### config.mk
export PLATFORM = sky130hd
export DESIGN_NAME = leb128_decoder
export DESIGN_NICKNAME = d
export VERILOG_FILES = /design/src/rtl/leb128_decoder.sv
export SDC_FILE = /design/constraint.sdc
export NUM_CORES = 1
export LEC_CHECK = 0
export CAP_MARGIN = 20
export CELL_PAD_IN_SITES_DETAIL_PLACEMENT = 1
export CELL_PAD_IN_SITES_GLOBAL_PLACEMENT = 1
export CORE_UTILIZATION = 46
export DETAILED_ROUTE_END_ITERATION = 6
export PLACE_DENSITY_LB_ADDON = 0.1
export SYNTH_ARGS = -nofsm -noshare
export SYNTH_HDL_FRONTEND = slang
export SYNTH_SLANG_ARGS = --single-unit
### constraint.sdc
create_clock -name clk -period 11.8 [get_ports clk]
set_input_delay 1.18 -clock clk [delete_from_list [all_inputs] [get_ports clk]]
set_output_delay 1.18 -clock clk [all_outputs]
set_load 0.03 [all_outputs]
### src/rtl/leb128_decoder.sv
// leb128_decoder: streaming signed/unsigned LEB128 immediate decoder with trap reporting
module leb128_decoder #(
  parameter int WIDTH = 64
) (
  input  logic             clk,
  input  logic             reset,
  input  logic             start,
  input  logic             is_signed,
  input  logic [7:0]       in_byte,
  input  logic             in_valid,
  output logic             in_ready,
  output logic [WIDTH-1:0] result,
  output logic [3:0]       bytes_used,
  output logic             done,
  output logic             busy,
  output logic [2:0]       trap
);
  localparam int MAX_BYTES = (WIDTH + 6) / 7;
  localparam int U = WIDTH - 7 * (MAX_BYTES - 1);
  localparam logic [1:0] IDLE = 2'd0, DECODE = 2'd1, DONE = 2'd2;
  logic [1:0] state;
  logic [WIDTH-1:0] acc, acc_nx;
  logic [6:0] shift, shift_nx;
  logic [3:0] count;
  logic sgn, take, last_slot, final_byte, overlong, pad_bad, ext;
  assign in_ready = state == DECODE;
  assign done = state == DONE;
  assign busy = state != IDLE;
  // next accumulator value, byte classification and final-byte checks
  always_comb begin
    take = state == DECODE && in_valid && !start;
    last_slot = count == 4'(MAX_BYTES - 1);
    final_byte = !in_byte[7] || last_slot;
    overlong = in_byte[7] && last_slot;
    shift_nx = shift + 7'd7;
    acc_nx = acc | (WIDTH'(in_byte[6:0]) << shift);
    pad_bad = last_slot && !in_byte[7] &&
              (sgn ? in_byte[6:U] != {(7-U){in_byte[U-1]}} : in_byte[6:U] != '0);
    ext = sgn && in_byte[6] && !overlong && shift_nx < 7'(WIDTH);
  end
  // FSM, accumulation and result/trap capture one cycle after the final byte
  always_ff @(posedge clk or posedge reset) begin
    if (reset) begin
      state <= IDLE;
      acc <= '0;
      shift <= '0;
      count <= '0;
      sgn <= 1'b0;
      result <= '0;
      bytes_used <= '0;
      trap <= '0;
    end else if (start) begin
      state <= DECODE;
      acc <= '0;
      shift <= '0;
      count <= '0;
      trap <= '0;
      sgn <= is_signed;
    end else if (take) begin
      acc <= acc_nx;
      shift <= shift_nx;
      count <= count + 4'd1;
      if (final_byte) begin
        state <= DONE;
        result <= ext ? acc_nx | ({WIDTH{1'b1}} << shift_nx) : acc_nx;
        bytes_used <= count + 4'd1;
        trap <= overlong ? 3'd1 : pad_bad ? 3'd2 : 3'd0;
      end
    end else if (state == DONE) begin
      state <= IDLE;
    end
  end
endmodule

* Word level (Yosys, flattened, before mapping)
Index checks and enable logic that the tools add are counted.
** Storage, ports and cells
- Register bits :: 149
- Bits in latches :: 0
- Bits in writable memories :: 0
- ROM bits :: 0
- Input bits :: 13
- Output and inout port bits :: 74
- Word-level logic and storage cells :: 58
- Memories kept :: 0
** Operators by class
- $add $sub $neg :: 2
- $mul :: 0
- Div/mod/pow operators :: 0
- Order comparisons :: 1
- Equality and inequality tests :: 5
- Shifts and indexed selects :: 2
- Muxes and demuxes :: 17
- Bitwise operators :: 3
- Reduce and logical (&&, ||, !) cells :: 20
** Operator list (count)
- $mux W64 :: 3
- $or A64 B64 Y64 :: 2
- $shl A64 B7 Y64 const A :: 1
- $shl A7 B7 Y64 :: 1
- $mux W7 :: 2
- $mux W2 :: 6
- $mux W3 :: 3
- $logic_and A1 B1 Y1 :: 8
- $mux W4 :: 2
- $add A7 B3 Y7 const B :: 1
- $lt A7 B7 Y1 const B :: 1
- $ne A6 B6 Y1 :: 1
- $reduce_bool A2 Y1 :: 3
- $reduce_bool A6 Y1 :: 1
- $add A4 B1 Y4 const B :: 1
- $eq A4 B4 Y1 const B :: 1
- $reduce_and A2 Y1 :: 2
- $logic_not A1 Y1 :: 3
- $ne A3 B2 Y1 const B :: 1
- $reduce_and A3 Y1 :: 1
- $reduce_bool A3 Y1 :: 1
- $eq A2 B1 Y1 const B :: 1
- $eq A2 B2 Y1 const B :: 1
- $logic_or A1 B1 Y1 :: 1
- other kinds (2) :: 2

* Logic depth before layout (Yosys ltp)
- Depth in word-level cells :: 8
- Gate-level depth with buffers :: 10

* Worst setup path after synthesis
Ideal clock, no wire load.
- Path type :: input -> register
- Start point :: input port start
- End point :: register result[48]
- Setup time :: 0.133 ns
- Arrival time :: 2.725 ns
- Required time :: 11.667 ns
- Path slack :: 8.941 ns
- Stages on the path :: 6
- Cell sequence :: clkbuf_1 and4bb_2 a21boi_1 o21ai_0 o32ai_1 a31oi_1
** On the way
- Cells in the longest elaborated chain, start to end :: 3
- Elaborated cells on any way between the ends :: 4
- Classes of those cells :: 1 x bitwise; 3 x reduce/logical
** RTL lines
- start, declared :: RTL line 7 : input logic start,
- $logic_not A1 Y1 :: RTL line 31 : take = state == DECODE && in_valid && !start;
- $logic_and A1 B1 Y1 :: RTL line 31
- $reduce_and A3 Y1 (no line) *
- end signal, assigned :: RTL line 65 : result <= ext ? acc_nx | ({WIDTH{1'b1}} << shift_nx) : acc_nx;
- end, declared :: RTL line 12 : output logic [WIDTH-1:0] result,
Mark *: on every way between the ends. The rest lies on a longest branch, timed or not.
A chain may end at the register's enable or synchronous reset.

* Worst setup path in the final report
- Start point :: input port start
- End point :: register result[49]
Same word-level chain as after synthesis.

==> out/qor.txt <==
LAYOUT
-----------------------------------------------------------------------------------------
Number of nets at the end of the flow ......................................          935
Growth of design area from synthesis to finish .............................       22.48%
Utilization of the core after routing ......................................       57.86%
Final standard cell area without fillers ...................................     9224 µm²
Share of layout cells above drive strength 1 ...............................       8.531%
Count of inserted antenna diode cells ......................................            0

DETAILED ROUTING
-----------------------------------------------------------------------------------------
Wirelength, routed .........................................................     28.22 mm
First-iteration detailed-routing DRC count .................................          772
Total number of vias .......................................................        7,290
Drt drc ....................................................................            0
ANT nets after route .......................................................            0
Via/cell ratio .............................................................        6.384
Number of optimization iterations in the first detailed-route pass .........            5
Detailed-route wire length per cell ........................................     24.71 µm

WORST SETUP PATH
-----------------------------------------------------------------------------------------
Startpoint type of the worst setup path .................................... primary input
CP arrival .................................................................      3.79 ns
Cell seen most often among critical-path stages ............................        buf_4
Startpoint of the worst register-to-register path ..........................     shift[1]
Critical path required time ................................................     12.06 ns
Cell family with most CP delay ............................................. buffers and inverters
Kind of capture point of the worst setup path ..............................     register
Critical path fanouts, max .................................................           81
Worst setup startpoint .....................................................        start
Category of the most critical setup path ...................................       in2reg
Crit path cell chain ....................................................... buf_2 > buf_4 > and4bb_2 > a21boi_4 > buf_12 > buf_4 > a41oi_1
CP max stage cell ..........................................................     and4bb_2
Worst Path Buf+Inv .........................................................            4
Max stage delay on crit path ...............................................      0.69 ns

SYNTHESIS
-----------------------------------------------------------------------------------------
Post-synthesis xor/xnor area fraction ......................................       1.279%
Number of storage elements in the synthesis netlist ........................          148
Seq/Total Area, Yosys ......................................................       49.18%
Share of the synthesized area in the top cell type .........................       49.18%
Fraction of the mapped netlist area in simple logic gates ..................       16.61%
Post-synth EDFFs ...........................................................            0
Net count after synthesis ..................................................          863
Proportion of register bits with asynchronous set or reset after synthesis .       100.0%
Combinational family with the most area after synthesis .................... compound AO/OA/AOI/OAI gates
Netlist area before placement ..............................................     7531 µm²
Adder and majority cell fraction of the synthesized area ...................       1.495%
Yosys cell types ...........................................................           60
Compound-gate portion of the synthesized area ..............................       22.55%
Cell types occupying the most area after synthesis ......................... dfrtp_1 (49%), nor2_1 (6.9%), a21oi_1 (5.8%)
Post-Syn Area per Cell .....................................................    8.955 µm²
Most used flip-flop cell after synthesis ...................................      dfrtp_1
Area leader, netlist .......................................................      dfrtp_1
Share of cell area taken by muxes after synthesis ..........................       3.173%
Number of warnings issued by yosys .........................................            0
Synthesized instance count .................................................          841
Cell types with the highest counts after synthesis ......................... dfrtp_1 (148), nor2_1 (138), a21oi_1 (88)
Leading cell type by number of instances after synthesis ...................      dfrtp_1

FLOORPLANNING
-----------------------------------------------------------------------------------------
Ports ......................................................................           87
Die width ..................................................................     130.0 µm
Area enclosed by the die boundary ..........................................   16,890 µm²
Floorplan die height .......................................................     130.0 µm
Placeable core area ........................................................   15,940 µm²
Starting utilization of the core area ......................................       47.24%
Number of placement rows ...................................................           46

HOLD PATH
-----------------------------------------------------------------------------------------
Tightest Hold Check Type ...................................................      reg2reg
Hold path startpoint .......................................................       acc[5]

STA
-----------------------------------------------------------------------------------------
Slew at the pin with the worst max-slew slack ..............................     1.046 ns
Final clock period utilization by the worst path ...........................       29.91%
Slew Limit Fails ...........................................................            0
Setup repair after global routing missed its margin ........................           no
Worst Clk Skew .............................................................   0.01006 ns
Total Negative Setup Slacks ................................................         0 ns
Max Fclk ...................................................................   0.2833 GHz
Worst slew margin relative to its limit ....................................       29.54%
Fin crit period ............................................................     3.530 ns
Hold violation total from the final report .................................            0
Total setup violations reported at the end of the flow .....................            0

PLACED DESIGN
-----------------------------------------------------------------------------------------
Final estimated routing congestion in global placement .....................       0.9489
HPWL after detailed placement ..............................................     18.70 mm
Count of input and output buffers ..........................................           85
Post-DP Area ...............................................................     8576 µm²

CLOCKING
-----------------------------------------------------------------------------------------
Total clock buffers created by CTS .........................................           17
Setup fix buffers added after clock tree synthesis .........................            0
Clk sinks ..................................................................          148
Clock slew seen by the registers of the worst setup and hold paths .........      0.06 ns
Hold-fix buffers, CTS ......................................................            0
Post-cts resize count ......................................................            0
Clock latency on the worst-skew pair .......................................      0.43 ns
Buffer cell driving the clock tree root ....................................    clkbuf_16
H-tree lvl count ...........................................................            4
Buffer depth of the longest clock path .....................................            2
TritonCTS clock tree .......................................................          yes

GRT
-----------------------------------------------------------------------------------------
Largest net degree at the start of global routing ..........................           82
Initial antenna violation count ............................................            0
Via count of the first global-routing pass .................................        7,519
First-pass GRT wire length .................................................     43.79 mm
Total routing usage reported by global routing .............................       35.13%
Remaining global-route overflow ............................................            0

JOB
-----------------------------------------------------------------------------------------
Reported max-cap violation count ...........................................            0

POWER
-----------------------------------------------------------------------------------------
Total leakage power ........................................................     3.672 nW
Pwr Density ................................................................ 197.6 nW/µm²
VDD IR-drop max ............................................................    0.1058 mV

OUTCOME
-----------------------------------------------------------------------------------------
Status ..................................................................... finished, final reports clean

cell families (layout without fill, tap and decap cells):
| logic type | count (synthesis) | count (layout) |
|---|---|---|
| flip-flops | 148 | 148 |
| buffers and inverters | 105 | 190 |
| AO/OA/AOI/OAI | 275 | 275 |
| XOR/XNOR | 11 | 11 |
| AND/OR/NAND/NOR | 274 | 274 |
| other | 1 | 1 |
| adder cells (fa/ha/maj) | 9 | 9 |
| multiplexers | 18 | 18 |
layout make-up:
type | count | area (µm²)
tap | 216 | 270.3
fill | 1823 | 6719
clock buffer | 18 | 439.2
inverter | 50 | 192.7
timing repair buffer | 108 | 1033
multi-input combinational | 588 | 3420
clock inverter | 14 | 165.2
sequential | 148 | 3704
state kept, by name, summed over array words and instances, names as in the netlist:
register and count:
result 64, state 2, bytes_used 4, shift 7, acc 64, sgn 1, trap 2, count 4
cells in the final DEF (no fill, tap or decap), types with 17 or more instances in the layout:
master	count
inv_1	47
buf_4	18
dfrtp_1	148
nor3_1	23
nand3_1	22
o22ai_1	36
clkdlybuf4s50_1	84
nor2_1	137
o21ai_0	37
nand2_1	38
clkbuf_16	17
a31oi_1	64
a21oi_1	88
path summary, 6_finish.rpt:
kind | to | slack (ns) | cells past startpoint
min reg2reg | acc[5] | 0.50 | 2
max reg2reg | result[49] | 8.30 | 9
min | acc[5] | 0.50 | 2
max in group asynchronous | shift[4] | 9.14 | 3
max | result[49] | 8.27 | 7
min in group asynchronous | result[44] | 1.25 | 2
per-stage QoR:
stage	power (mW)	worst slack, ns	hold WS, ns	instances
3_3_place_gp	1.235	7.328	0.4708	1104
2_1_floorplan	0.9956	6.640	0.4628	841
3_5_place_dp	1.251	7.098	0.4847	1106
6_report	1.823	8.270	0.4975	1142
5_1_grt	1.889	8.125	0.5269	1142
4_1_cts	1.822	7.566	0.4998	1138
power breakdown:
| part | internal (mW) | switching (mW) | total, mW | leakage [nW] |
|---|---|---|---|---|
| clock network | 0.325 | 0.243 | 0.568 | 0.302 |
| logic | 0.219 | 0.393 | 0.612 | 1.49 |
| registers | 0.586 | 0.0570 | 0.643 | 1.88 |
| total | 1.13 | 0.693 | 1.82 | 3.67 |
routing by layer:
layer	GRT usage, %	up-vias	wire length [µm]
li1	-	3166	-
met1	46.07	3686	11780
met2	55.99	338	13220
met3	6.109	100	1839
met4	18.40	0	1379
met5	0	-	0
worst min-delay path, stage by stage, from the launching register on:
cell and delay [ns]:
dfrtp_1 0.34, a21oi_1 0.05, nor2_1 0.07
Power figures use the tool's default switching activity.
